File: src/rtl/ifu_fetch_ctr_pkg.sv
// Shared definitions for the instruction-fetch controller: FSM encodings,
// reset PC and the sequential PC increment.
package ifu_fetch_ctr_pkg;

    typedef enum logic [2:0] {
        IF_IDLE = 3'd0,
        IF_REQ  = 3'd1,
        IF_WAIT = 3'd2,
        IF_HOLD = 3'd3,
        IF_TRAP = 3'd4
    } if_state_e;

    localparam logic [63:0] IF_RESET_PC   = 64'h8000_0000;
    localparam int          IF_INST_WIDTH = 32;
    localparam int          IF_PC_INC     = 4;

endpackage

File: src/rtl/pc_next_sel.sv
// Next-PC selection: branch target when redirected, otherwise sequential PC.
// Also flags a target that is not 4-byte aligned.
module pc_next_sel
    import ifu_fetch_ctr_pkg::*;
#(
    parameter int PC_WIDTH = 64
) (
    input  logic [PC_WIDTH-1:0] pc,
    input  logic                branch_flag,
    input  logic [PC_WIDTH-1:0] branch_dnpc,
    output logic [PC_WIDTH-1:0] next_pc,
    output logic                misalign
);

    // Sequential increment wraps silently at 2^PC_WIDTH.
    assign next_pc  = branch_flag ? branch_dnpc : (pc + PC_WIDTH'(IF_PC_INC));
    assign misalign = (next_pc[1:0] != 2'b00);

endmodule

File: src/rtl/ifu_fetch_ctr.sv
// Instruction-fetch controller and PC owner: one outstanding imem request,
// returned instruction held for decode until it is accepted.
module ifu_fetch_ctr
    import ifu_fetch_ctr_pkg::*;
#(
    parameter int                  PC_WIDTH   = 64,
    parameter int                  INST_WIDTH = IF_INST_WIDTH,
    parameter logic [PC_WIDTH-1:0] RESET_PC   = PC_WIDTH'(IF_RESET_PC)
) (
    input  logic                  clk,
    input  logic                  rst_n,
    input  logic                  if_branch_flag_i,
    input  logic [PC_WIDTH-1:0]   if_branch_dnpc_i,
    output logic                  if_imem_req_valid_o,
    input  logic                  if_imem_req_ready_i,
    output logic [PC_WIDTH-1:0]   if_imem_addr_o,
    input  logic                  if_imem_resp_valid_i,
    input  logic [INST_WIDTH-1:0] if_imem_rdata_i,
    output logic                  if_inst_valid_o,
    input  logic                  if_inst_ready_i,
    output logic [INST_WIDTH-1:0] if_inst_o,
    output logic [PC_WIDTH-1:0]   if_pc_o,
    output logic                  if_misalign_o
);

    if_state_e             state;
    logic [PC_WIDTH-1:0]   pc_q;
    logic [INST_WIDTH-1:0] inst_q;
    logic                  misalign_q;
    logic [PC_WIDTH-1:0]   next_pc;
    logic                  next_misalign;

    pc_next_sel #(
        .PC_WIDTH(PC_WIDTH)
    ) u_pc_next_sel (
        .pc          (pc_q),
        .branch_flag (if_branch_flag_i),
        .branch_dnpc (if_branch_dnpc_i),
        .next_pc     (next_pc),
        .misalign    (next_misalign)
    );

    always_ff @(posedge clk or negedge rst_n) begin
        if (!rst_n) begin
            state      <= IF_IDLE;
            pc_q       <= RESET_PC;
            inst_q     <= '0;
            misalign_q <= 1'b0;
        end else begin
            case (state)
                IF_IDLE: state <= IF_REQ;
                IF_REQ: begin
                    if (if_imem_req_ready_i) state <= IF_WAIT;
                end
                IF_WAIT: begin
                    if (if_imem_resp_valid_i) begin
                        inst_q <= if_imem_rdata_i;
                        state  <= IF_HOLD;
                    end
                end
                IF_HOLD: begin
                    // Redirect inputs only matter on the handoff edge.
                    if (if_inst_ready_i) begin
                        if (next_misalign) begin
                            misalign_q <= 1'b1;
                            state      <= IF_TRAP;
                        end else begin
                            pc_q  <= next_pc;
                            state <= IF_REQ;
                        end
                    end
                end
                IF_TRAP: state <= IF_TRAP;
                default: state <= IF_IDLE;
            endcase
        end
    end

    // Valids come from the state register alone, never from inputs.
    assign if_imem_req_valid_o = (state == IF_REQ);
    assign if_inst_valid_o     = (state == IF_HOLD);
    assign if_imem_addr_o      = pc_q;
    assign if_pc_o             = pc_q;
    assign if_inst_o           = inst_q;
    assign if_misalign_o       = misalign_q;

endmodule

File: config.mk
export PLATFORM = sky130hd
export DESIGN_NAME = ifu_fetch_ctr
export DESIGN_NICKNAME = d
export VERILOG_FILES = /design/src/rtl/ifu_fetch_ctr_pkg.sv /design/src/rtl/pc_next_sel.sv /design/src/rtl/ifu_fetch_ctr.sv
export SDC_FILE = /design/constraint.sdc
export NUM_CORES = 1
export LEC_CHECK = 0
export CORE_MARGIN = 10
export CORE_UTILIZATION = 47
export DETAILED_ROUTE_END_ITERATION = 8
export HOLD_SLACK_MARGIN = 0.06
export PLACE_DENSITY = 0.86
export SYNTH_ARGS = -nofsm -noshare
export SYNTH_HDL_FRONTEND = slang
export SYNTH_SLANG_ARGS = --single-unit
File: constraint.sdc
create_clock -name clk -period 3.7 [get_ports clk]
set_input_delay 0.37 -clock clk [delete_from_list [all_inputs] [get_ports clk]]
set_output_delay 0.37 -clock clk [all_outputs]
set_load 0.03 [all_outputs]
== Word-level counts from Yosys, hierarchy flattened ==
Index checks and enable logic that the tools add are counted.

* Bits in registers: 100
* Latch bits: 0
* Memory bits (writable): 0
* Bits in read-only memories: 0
* Output and inout bits: 163
* Word-level logic and storage cells: 25
* Memories kept: 0

* Add/sub/neg operators: 1
* Multiply operators: 0
* Div/mod/pow operators: 0
* $lt $le $gt $ge: 0
* Equal/unequal tests: 7
* Shift operators: 0
* Mux-type cells: 6
* Bitwise operators: 1
* Reductions and logical operators: 6

{| class="wikitable"
|+ Operators with widths
! kind !! number
|-
| 64-bit by 3-bit adder with 64-bit output, second input constant || 1
|-
| 64-bit two-way mux || 1
|-
| 3-bit case mux with 5 select lines || 1
|-
| 3-bit two-way mux || 4
|-
| 3-bit AND reduction || 3
|-
| 3-bit by 2-bit == test with 1-bit output, second input constant || 2
|-
| 2-bit by 1-bit inequality test with 1-bit output, second input constant || 2
|-
| 3-bit by 1-bit == test with 1-bit output, second input constant || 1
|-
| 3-bit == test, second input constant || 1
|-
| 3-bit zero test || 1
|-
| 2-bit inequality test, second input constant || 1
|-
| 2-bit AND reduction || 1
|-
| 2-bit nonzero test || 1
|-
| 1-bit NOT || 1
|}

== Longest topological paths before layout ==
* Word-level depth: 6
* Mapped depth: 9
* Gate-level depth less buffers: 6

== By module ==
A second synthesis with hierarchy kept.

* Cells, all modules: 659
* Area, all modules: 6665.1 µm²

{| class="wikitable"
|+ By module, submodules not included
! module !! times used !! cells an instance !! area each (µm²)
|-
| ifu_fetch_ctr || 1 || 291 || 4589.4
|-
| pc_next_sel || 1 || 368 || 2075.7
|}

== Worst setup path before layout ==
No wires, ideal clock.

* Path kind: flip-flop to flip-flop
* Start: register pc_q[2] (netlist: if_imem_addr_o[2])
* End: register pc_q[34] (netlist: if_imem_addr_o[34])
* Arrival: 2.220 ns
* Required time: 3.572 ns
* Path slack: 1.352 ns
* Stages on the path, launching flop included: 7
* Path buffers: 0
* Period minus slack after synthesis: 2.348 ns
* Cell sequence: dfrtp_1 > ha_1 > nand4_1 > or4_1 > nor4_2 > mux2i_1 > nand3_1

* Longest elaborated chain between the ends: 2

{| class="wikitable"
|+ Ends and longest elaborated chain
! what !! RTL line !! RTL
|-
| from (decl) || ifu_fetch_ctr.sv:27 || <nowiki>logic [PC_WIDTH-1:0] pc_q;</nowiki>
|-
| from (signal assigned) || ifu_fetch_ctr.sv:68 || <nowiki>pc_q <= next_pc;</nowiki>
|-
| 64-bit by 3-bit adder with 64-bit output || pc_next_sel.sv:16 || <nowiki>assign next_pc = branch_flag ? branch_dnpc : (pc + PC_WIDTH'(IF_PC_INC));</nowiki>
|-
| 64-bit two-way mux || pc_next_sel.sv:16 ||
|}

Every way passes these cells.
A chain may end at the register's enable or synchronous reset.

== Worst setup path after layout ==
* Start: register pc_q[25] (netlist: if_imem_addr_o[25])
* End: register pc_q[46] (netlist: if_imem_addr_o[46])

Same word-level chain as after synthesis.

==> reports/metrics.csv <==
metric,value,unit
port_buffers,264,
antenna_cells,0,
syn_inst,680,
initial_core_util,47.9,%
worstMarginPinSlew,0.970,ns
mappedNetlistArea,6320,µm²
hold_violations,0,
ys_seq_area_share,39.6,%
setup_viol,0,
ys_types,65,
cap_viol_max_count,0,
ios,265,
postCtsHoldBufs,0,
layout.nets,968,
crit_arrival,2.78,ns
worst_ep_required_time,3.93,ns
insertion_delay,0.37,ns
max_freq,392,MHz
stdcell_count,1046,
async_flop_share,100,%
synth_fp_nets,783,
postRouteAntennaNets,0,
synth-edff-count,0,
filler_cell_count,1012,
p_leak,0.00349,µW
finClkSkew,0.0151,ns
final_layout_size_suffix_gt1_share,11.5,%
status,"complete, no violations",
hpwl,16400,µm
ys.warnings.count,0,
slew_violations,0,
rsz0062_at_grt,no,
die_w,136,µm
grt.overflow.total,0,
critPathBufInv,0,
crit_path_start_kind,flop,
clock-root-buffer,clkbuf_16,
wl,22200,µm
cts_tree,done,
path_cells,"nand4_1, nor3_2, nand3_1, o311ai_0, nand3b_1",
area_delta_synth_final,41.5,%
ys_ff_latch,100,
clock_path_buffers,2,
tns,0,ns
cp_top_family,simple AND/OR/NAND/NOR gates,
htree_num_levels,3,
clock_sinks,100,
dr.pass1.iters,5,
vias,6285,
cpPeakStageDelay,0.69,ns
period_share,68.9,%
cts.reportedPaths.clkPinSlew,0.07,ns
post-place-ws,1.17,ns
hold_class,input pin to asynchronous set/reset pin,
critical_path_class,flop to flop,
num_rows,42,
die_h,136,µm
core_area,13200,µm²
cts_setup_buffers,0,
dp.cells,1030,
vdd_ir_drop_max,0.584,mV
synthFlopType,dfrtp_1,
multi_input_area,3160,µm²
critPathMaxFanout,10,
ctsResizeCount,0,
grt_pass1_wl,34200,µm
cts_made_buffers,9,
drt-initial-drc-count,591,
via_per_inst,6.01,
setup_slack,1.15,ns
maxSlewHeadroom,35.3,%
first_global_vias,6234,
drc,0,
avgSynthCellArea,9.29,µm²
wl_per_cell,21.2,µm
routabilityCongestion,0.929,
grt_antenna_before_repair,0,
grt_use_total,23.2,%
grt_max_degree,88,
seqCellArea,2500,µm²
cp_slowest_cell,nor3_2,
pwr_density_cell,636,nW/µm²
min_period,2.55,ns
hold_ws,0.161,ns
crit_path_end_kind,flop,
final_core_util,67.8,%
die-area,18500,µm²
path summary, 6_finish.rpt:
path / slack, ns / end / start / cells after the start
min: 0.16 / if_imem_addr_o[51] / rst_n / 1
max reg2reg: 1.15 / if_imem_addr_o[46] / if_imem_addr_o[25] / 5
min in group clk: 0.47 / if_misalign_o / if_misalign_o / 1
min reg2reg: 0.47 / if_misalign_o / if_misalign_o / 1
max in group asynchronous: 2.71 / if_imem_addr_o[31] / rst_n / 2
max: 1.15 / if_imem_addr_o[46] / if_imem_addr_o[25] / 5
metal layers:
layer / part of all wire, % / global-route usage [%]
met2: 48 / 38.7
met1: 38 / 26.8
met5: 0 / 0
met4: 1.7 / 5.15
met3: 13 / 10.6
placed cells by master (no fill, tap or decap), types with 5 or more instances in the layout:
cell type | Yosys | routed
nor2_1 | 40 | 40
or2_2 | 8 | 8
nor3b_1 | 5 | 5
nor4_1 | 8 | 8
nor3_1 | 20 | 20
o21ai_0 | 11 | 11
nor4_2 | 8 | 8
dfrtp_1 | 99 | 99
nand4_1 | 43 | 43
and2_1 | 5 | 5
clkbuf_16 | 0 | 9
inv_1 | 8 | 8
nand2_1 | 51 | 51
mux2i_1 | 27 | 27
a31oi_1 | 5 | 5
clkdlybuf4s50_1 | 0 | 262
and3_1 | 11 | 11
buf_4 | 64 | 11
a22oi_1 | 5 | 5
a21oi_1 | 41 | 41
o22ai_1 | 40 | 40
or4_1 | 6 | 6
mux2_2 | 35 | 35
nand3_1 | 29 | 29
through the flow:
step | power, µW | area, µm²
finish | 5690 | 8940
global route | 5980 | 8940
CTS | 5730 | 8940
detailed placement | 4760 | 8650
global placement | 4710 | 8650
floorplan | 3580 | 6320
cell usage after synthesis (6+ instances only):
library cell	number	area, µm²
a21oi_1	41	205
and3_1	11	68.8
buf_2	17	85.1
buf_4	64	480
clkbuf_1	17	63.8
dfrtp_1	99	2480
inv_1	8	30.0
mux2_2	35	394
mux2i_1	27	270
nand2_1	51	191
nand3_1	29	145
nand4_1	43	269
nor2_1	40	150
nor3_1	20	100
nor4_1	8	50.1
nor4_2	8	100
o21ai_0	11	55.1
o22ai_1	40	250
or2_2	8	50.1
or4_1	6	45.0
kinds of logic (layout without fill, tap and decap cells):
family                   after synthesis  after routing  share of synthesized area [%]
AND/OR/NAND/NOR                      266            266                           24.6
AO/OA/AOI/OAI                        141            141                           14.4
buffers and inverters                110            300                           10.7
flip-flops                           100            100                           39.6
multiplexers                          62             62                           10.5
adder cells (fa/ha/maj)                1              1                          0.198
flip-flops by register name (all words and copies together) (netlist names):
signal          cells
if_imem_addr_o     64
if_inst_o          32
state               3
if_misalign_o       1
area by class of cell:
type                    instances  area share [%]
multi-input cells             470            35.3
inverters                       9           0.378
clock inverters                 6           0.616
clock buffers                  10            2.67
repair buffers                275            30.5
well taps                     176            2.46
flip-flops and latches        100            28.0
power breakdown:
part,internal [µW],switching (µW)
sequential,1420,447
clock,489,468
combinational,1270,1590
worst reg2reg max path, stage by stage, from the launching register on:
cell	delay [ns]
dfrtp_1	0.54
nand4_1	0.33
nor3_2	0.70
nand3_1	0.31
o311ai_0	0.42
nand3b_1	0.12
Power figures use the tool's default switching activity.
